[config.mk]
export PLATFORM = sky130hd
export DESIGN_NAME = coherence_bus_ctrl
export DESIGN_NICKNAME = d
export VERILOG_FILES = /design/src/rtl/coherence_bus_ctrl.sv
export SDC_FILE = /design/constraint.sdc
export NUM_CORES = 1
export LEC_CHECK = 0
export ABC_AREA = 1
export CAP_MARGIN = 10
export CORE_AREA = 2 2 144 146
export CTS_CLUSTER_SIZE = 28
export DETAILED_ROUTE_END_ITERATION = 8
export DIE_AREA = 0 0 146 148
export GPL_ROUTABILITY_DRIVEN = 0
export GPL_TIMING_DRIVEN = 1
export PLACE_DENSITY = 0.72
export SETUP_SLACK_MARGIN = 0.02
export SYNTH_ARGS = -nofsm -noshare
export SYNTH_HDL_FRONTEND = slang
export SYNTH_SLANG_ARGS = --single-unit
[constraint.sdc]
create_clock -name clk -period 2.9 [get_ports clk]
set_clock_uncertainty 0.15 [all_clocks]
set_input_delay 0.87 -clock clk [delete_from_list [all_inputs] [get_ports clk]]
set_output_delay 0.87 -clock clk [all_outputs]
set_load 0.01 [all_outputs]
[src/rtl/coherence_bus_ctrl.sv]
// Dual-core coherence controller and shared-RAM arbiter: round-robin grant,
// snoop of the peer cache on coherent misses, cache-to-cache forwarding with writeback.
module coherence_bus_ctrl (
  input  logic             clk,
  input  logic             rst,
  input  logic [1:0]       dREN,
  input  logic [1:0]       dWEN,
  input  logic [1:0][31:0] daddr,
  input  logic [1:0][31:0] dstore,
  input  logic [1:0]       cctrans,
  input  logic [1:0]       ccwrite,
  output logic [1:0]       dwait,
  output logic [1:0][31:0] dload,
  output logic [1:0]       ccwait,
  output logic [1:0]       ccinv,
  output logic [1:0][31:0] ccsnoopaddr,
  output logic             ramREN,
  output logic             ramWEN,
  output logic [31:0]      ramaddr,
  output logic [31:0]      ramstore,
  input  logic [31:0]      ramload,
  input  logic             ram_wait
);

  typedef enum logic [2:0] {IDLE, WB, SNOOP, C2C, FILL} state_t;

  state_t      state, state_n;
  logic        req, req_n;
  logic        last_grant, last_grant_n;
  logic [31:0] snoop_addr, snoop_addr_n;
  logic        snoop_inv, snoop_inv_n;
  logic [1:0]  request;
  logic        grant;
  logic        oth;

  assign oth = ~req;

  // A plain snoop writeback with no pending snoop cannot be serviced, so it never competes
  assign request = dREN | (dWEN & ~cctrans);
  assign grant   = (&request) ? ~last_grant : request[1];

  always_ff @(posedge clk or posedge rst) begin
    if (rst) begin
      state      <= IDLE;
      req        <= 1'b0;
      last_grant <= 1'b1;
      snoop_addr <= '0;
      snoop_inv  <= 1'b0;
    end else begin
      state      <= state_n;
      req        <= req_n;
      last_grant <= last_grant_n;
      snoop_addr <= snoop_addr_n;
      snoop_inv  <= snoop_inv_n;
    end
  end

  // Next-state and grant bookkeeping
  always_comb begin
    state_n      = state;
    req_n        = req;
    last_grant_n = last_grant;
    snoop_addr_n = snoop_addr;
    snoop_inv_n  = snoop_inv;
    case (state)
      IDLE: begin
        if (|request) begin
          if (dWEN[grant] && !cctrans[grant]) state_n = WB;
          else if (cctrans[grant])             state_n = SNOOP;
          else                                 state_n = FILL;
          req_n        = grant;
          last_grant_n = grant;
          snoop_addr_n = daddr[grant];
          snoop_inv_n  = ccwrite[grant];
        end
      end
      WB:    if (!dWEN[req]) state_n = IDLE;
      SNOOP: begin
        if (!dREN[req])        state_n = IDLE;
        else if (cctrans[oth]) state_n = ccwrite[oth] ? C2C : FILL;
      end
      C2C:   if (!dWEN[oth]) state_n = dREN[req] ? FILL : IDLE;
      FILL:  if (!dREN[req]) state_n = IDLE;
      default: state_n = IDLE;
    endcase
  end

  // Handshake outputs follow the registered state and the live cache/RAM inputs
  always_comb begin
    dwait       = 2'b11;
    dload       = '0;
    ccwait      = 2'b00;
    ccinv       = 2'b00;
    ccsnoopaddr = '0;
    ramREN      = 1'b0;
    ramWEN      = 1'b0;
    ramaddr     = '0;
    ramstore    = '0;
    case (state)
      WB: begin
        ramWEN     = dWEN[req];
        ramaddr    = daddr[req];
        ramstore   = dstore[req];
        dwait[req] = ram_wait | ~dWEN[req];
      end
      SNOOP: begin
        ccwait[oth]      = 1'b1;
        ccsnoopaddr[oth] = snoop_addr;
        ccinv[oth]       = snoop_inv;
      end
      C2C: begin
        ccwait[oth]      = 1'b1;
        ccsnoopaddr[oth] = snoop_addr;
        ccinv[oth]       = snoop_inv;
        ramWEN           = dWEN[oth];
        ramaddr          = daddr[oth];
        ramstore         = dstore[oth];
        if (dWEN[oth] && !ram_wait) begin
          dwait[oth] = 1'b0;
          // Forward the dirty word straight to the requester when it wants the same word
          if (dREN[req] && (daddr[req] == daddr[oth])) begin
            dload[req] = dstore[oth];
            dwait[req] = 1'b0;
          end
        end
      end
      FILL: begin
        ramREN     = dREN[req];
        ramaddr    = daddr[req];
        dload[req] = ramload;
        dwait[req] = ram_wait | ~dREN[req];
      end
      default: ;
    endcase
  end

endmodule

---- Word-level counts from Yosys, hierarchy flattened ----
Cells that the tools add are included.
word-level totals
  bits in registers ....................... 38
  bits of input ports ..................... 171
  output and inout port bits .............. 200
  word-level logic and storage cells ...... 111
operators by class
  order comparisons ....................... 5
  eq/ne operators ......................... 10
  mux-type cells .......................... 59
  bitwise operators ....................... 18
  reduce and logical (&&, ||, !) cells .... 14
operator list
  cell                                                         count
  2-to-1 mux 32 bit                                            12
  bitwise AND 64 bit                                           3
  2-to-1 mux 64 bit                                            3
  one-hot mux 32 bit (2 select lines)                          2
  one-hot mux 64 bit (2 select lines)                          1
  demux 32 bit (select 1 bit)                                  2
  == test 32 bit                                               1
  2-to-1 mux 3 bit                                             10
  2-to-1 mux 1 bit                                             20
  one-hot mux 3 bit (5 select lines)                           1
  2-to-1 mux 2 bit                                             4
  != test 2 bit (second input constant)                        4
  bitwise AND 2 bit                                            3
  == test 3 x 2 -> 1 bit (second input constant)               2
  less-than comparator 1 x 2 -> 1 bit (second input constant)  3
  inverter 2 bit                                               3
  OR 2 bit                                                     3
  one-hot mux 2 bit (3 select lines)                           1
  OR reduction 2 bit                                           3
  logical AND 1 bit                                            5
  AND reduction 5 bit                                          1
  inverter 1 bit                                               4
  AND reduction 2 bit                                          2
  == test 3 x 1 -> 1 bit (second input constant)               1
  other kinds (8)                                              12

---- Longest topological paths before layout ----
  depth in word-level cells ............... 12
  mapped depth ............................ 14
  depth with buffers taken out ............ 13

---- Least setup slack after synthesis ----
Ideal clock, no wire load.
  path type ............................... input to output
  from .................................... input port dREN[0]
  to ...................................... output port dload[34] in the netlist's numbering
  data arrival time ....................... 2025 ps
  data required time ...................... 1880 ps
  slack ................................... -145 ps
  cell stages on the path ................. 9
  path buffers ............................ 1
  cells stage by stage .................... inv_1 > o21ai_2 > nand2_1 > nor2_1 > nand2_1 > nor2_1 > nand3_4 > buf_6 > o22ai_1
RTL lines
  what         RTL line  text
  from (decl)  6         input logic [1:0] dREN,
  to (decl)    13        output logic [1:0][31:0] dload,

==> impl_metrics.py <==
metrics = {
    "hold_path": {
        "hold_start": "snoop_addr[22]$_DFFE_PP0P_",
        "min_path_type": "flip-flop to flip-flop",
    },
    "timing": {
        "rsz0062_at_grt": "yes",
        "fmax_mhz": 268,
        "fin_crit_sh": 1.29,
        "slew_headroom": 0.380,
        "setup_violations": 188,
        "setup_slack_ns": -0.837,
        "finalSetupTns_ns": -83.46,
        "hold_viol_final": 0,
        "report.final.slew_viol_count": 0,
        "fin_crit_ns": 3.74,
        "worst_pin_slew_ns": 0.925,
    },
    "finish": {
        "stdcell_area_sq_mm": 0.0142,
        "drive_gt1_frac": 0.465,
        "fin_nets": 1996,
        "area_delta_synth_final_pct": 125,
        "n_fill_cell": 1578,
        "instances_no_fill": 2098,
    },
    "clock_network": {
        "cts_tree": "built",
        "clock-root-buffer": "clkbuf_16",
        "cts.sinks": 38,
        "cts_hold_buffers": 0,
        "cts_buffer_depth": 2,
        "numCtsBuffers": 5,
        "clk_latency_ns": 0.30,
        "ctsHtreeMaxLevel": 2,
        "clk_pin_slew_ns": 0.07,
    },
    "yosys": {
        "synth.most_common_cell": "nand2_1",
        "synth_cells": 1177,
        "syn_area_sq_mm": 0.00631,
        "synth_seq_area_share": 0.151,
        "synth_top_area_cell": "nand2_1",
        "yosys_warnings": 0,
        "synth_enable_flop_cells": 0,
        "synth_area_per_cell_sq_um": 5.36,
        "synth-seq-cells": 38,
        "synthArstFlopShare": 1.00,
        "synth.net_count": 1348,
        "synth_ff_type": "dfrtp_1",
        "ys_types": 35,
        "synth_commonest_cells": "nand2_1 (325), nor2_1 (202), inv_1 (145)",
        "yosys-top-cells-area": "nand2_1 (19%), dfrtp_1 (15%), nor2_1 (12%), o22ai_1 (9.4%), inv_1 (8.6%)",
        "synth_top_area_frac": 0.193,
    },
    "setup_path": {
        "cp_data_required_time_ns": 1.88,
        "critPathCaptureType": "output pin",
        "worstSetupStartpoint": "req$_DFFE_PP0P_",
        "critical_path_class": "flip-flop to output pin",
        "crit_path_start_kind": "flip-flop",
        "crit_fanout": 16,
        "r2r_start": "req$_DFFE_PP0P_",
        "arrival_ns": 2.72,
    },
    "place": {
        "io_buffers": 370,
        "place_inst": 1950,
        "place_ws_ns": -1.40,
        "dp_hpwl_microns": 25600,
        "dpl_cell_area_sq_mm": 0.0121,
    },
    "route": {
        "firstDrtPassIters": 6,
        "routed_via_density": 5.63,
        "routed_wl_microns": 43100,
        "drcViolationCount": 0,
        "drt_iter0_markers": 1055,
        "ant_nets": 0,
        "post_drt_wl_per_cell_microns": 20.6,
        "vias": 11800,
    },
    "floorplanning": {
        "fp.dieH_microns": 148,
        "die-area_sq_mm": 0.0216,
        "initial_core_util": 0.315,
        "rows": 52,
        "ios": 371,
        "dieWidth_microns": 146,
        "coreArea_sq_mm": 0.0200,
    },
    "global_route": {
        "grt_max_degree": 39,
        "grt_use_total": 0.318,
        "antenna_found_initial": 3,
        "grt_overflow_total": 0,
        "grt_pass1_wl_microns": 55600,
        "grt_pass1_vias": 10200,
    },
    "power": {
        "powerDensity_mw_per_mm2": 757,
        "vdd_drop_max_uv": 563,
        "cellLeakagePower_nw": 7.08,
        "total_power_mw": 10.7,
    },
    "job": {
        "maxCapViolCount": 0,
    },
    "run_status": {
        "violations": "negative setup slack",
        "status": "finished with violations",
    },
}
==> kinds of logic after synthesis <==
family                    after synthesis  synth area share
muxes                                   2           0.00317
xor gates and xnor gates               14            0.0194
buffers and inverters                 231             0.161
DFF                                    38             0.151
AOI/OAI and AO/OA                     230             0.234
and+or+nand+nor                       662             0.431
==> placed cells by master (no fill, tap or decap), types with 10 or more instances in the layout <==
cell type and count:
buf_4 257, nand2_1 225, nor2_1 162, buf_2 155
clkdlybuf4s50_1 133, inv_1 122, nand2_2 89, nand3_1 85
o21ai_0 63, buf_6 52, o22ai_1 49, o22ai_2 47
buf_12 36, dfrtp_1 36, nor2_2 26, clkbuf_2 24
nor2_4 23, nand4_1 19, inv_2 17, clkbuf_16 15
o311ai_1 14, dlymetal6s2s_1 13, o21ai_1 12, nand2_4 12
o21ai_4 10
==> where the power goes <==
group	internal [mW]	switching (mW)
clock network	0.408	0.269
registers	0.809	0.106
logic	4.17	4.96
total	5.38	5.34
==> worst max-delay path, stage by stage (launching register included) <==
cell     delay, ns
dfrtp_4       0.53
buf_6         0.16
buf_12        0.12
inv_8         0.12
nand2_1       0.09
o21ai_0       0.13
nand2_2       0.13
nand2_2       0.10
nor2_4        0.05
buf_4         0.12
buf_4         0.13
nand3_4       0.07
nor2_4        0.05
buf_6         0.12
buf_6         0.11
buf_6         0.11
nand3_2       0.06
nand2_2       0.06
buf_6         0.12
==> through the flow <==
stage | hold slack, ns | utilization
after floorplan | 0.303 | -
after global placement | 0.321 | 0.603
after detailed placement | 0.325 | 0.603
after CTS | 0.335 | 0.652
after global routing | 0.419 | 0.707
final | 0.418 | 0.707
==> repair_timing <==
action,4_1_cts,5_1_grt
gates resized for setup,526,616
endpoints found under the setup margin,199,200
buffers inserted,53,63
gates cloned,12,14
pin swaps,62,86
==> metal layers <==
layer | track usage | vias to the layer above | wire length, microns
li1 | - | 5191 | -
met2 | 0.532 | 907 | 19500
met5 | 0 | - | 13
met4 | 0.135 | 2 | 3000
met3 | 0.0519 | 280 | 4500
met1 | 0.408 | 5427 | 16100
==> path summary, 6_finish.rpt <==
| check | slack [ns] | endpoint | cells past startpoint |
|---|---|---|---|
| hold / removal | 0.42 | snoop_addr[22]$_DFFE_PP0P_ | 2 |
| hold reg to reg | 0.42 | snoop_addr[22]$_DFFE_PP0P_ | 2 |
| setup reg to reg | 0.51 | state[1]$_DFFE_PP0P_ | 15 |
| setup / recovery | -0.84 | dload[29] | 18 |
| max in group asynchronous | 1.19 | snoop_addr[26]$_DFFE_PP0P_ | 3 |
| min in group asynchronous | 0.81 | snoop_addr[25]$_DFFE_PP0P_ | 2 |
==> cell type report <==
type	count	area (sq um)	share of cell area
repair buffers	718	6480	0.457
multi-input cells	909	5560	0.393
flip-flops and latches	38	956	0.0675
inverters	150	626	0.0442
well taps	270	338	0.0238
clock buffers	6	129	0.00910
clock inverters	2	37.5	0.00265
repair inverters	3	33.8	0.00238
diodes	2	5.00	0.000353
==> sequential cells by signal (all words and copies together) (netlist names) <==
register	cells
snoop_inv	1
snoop_addr	32
last_grant	1
state	3
req	1
No activity file was read; power rests on OpenSTA's default activity.
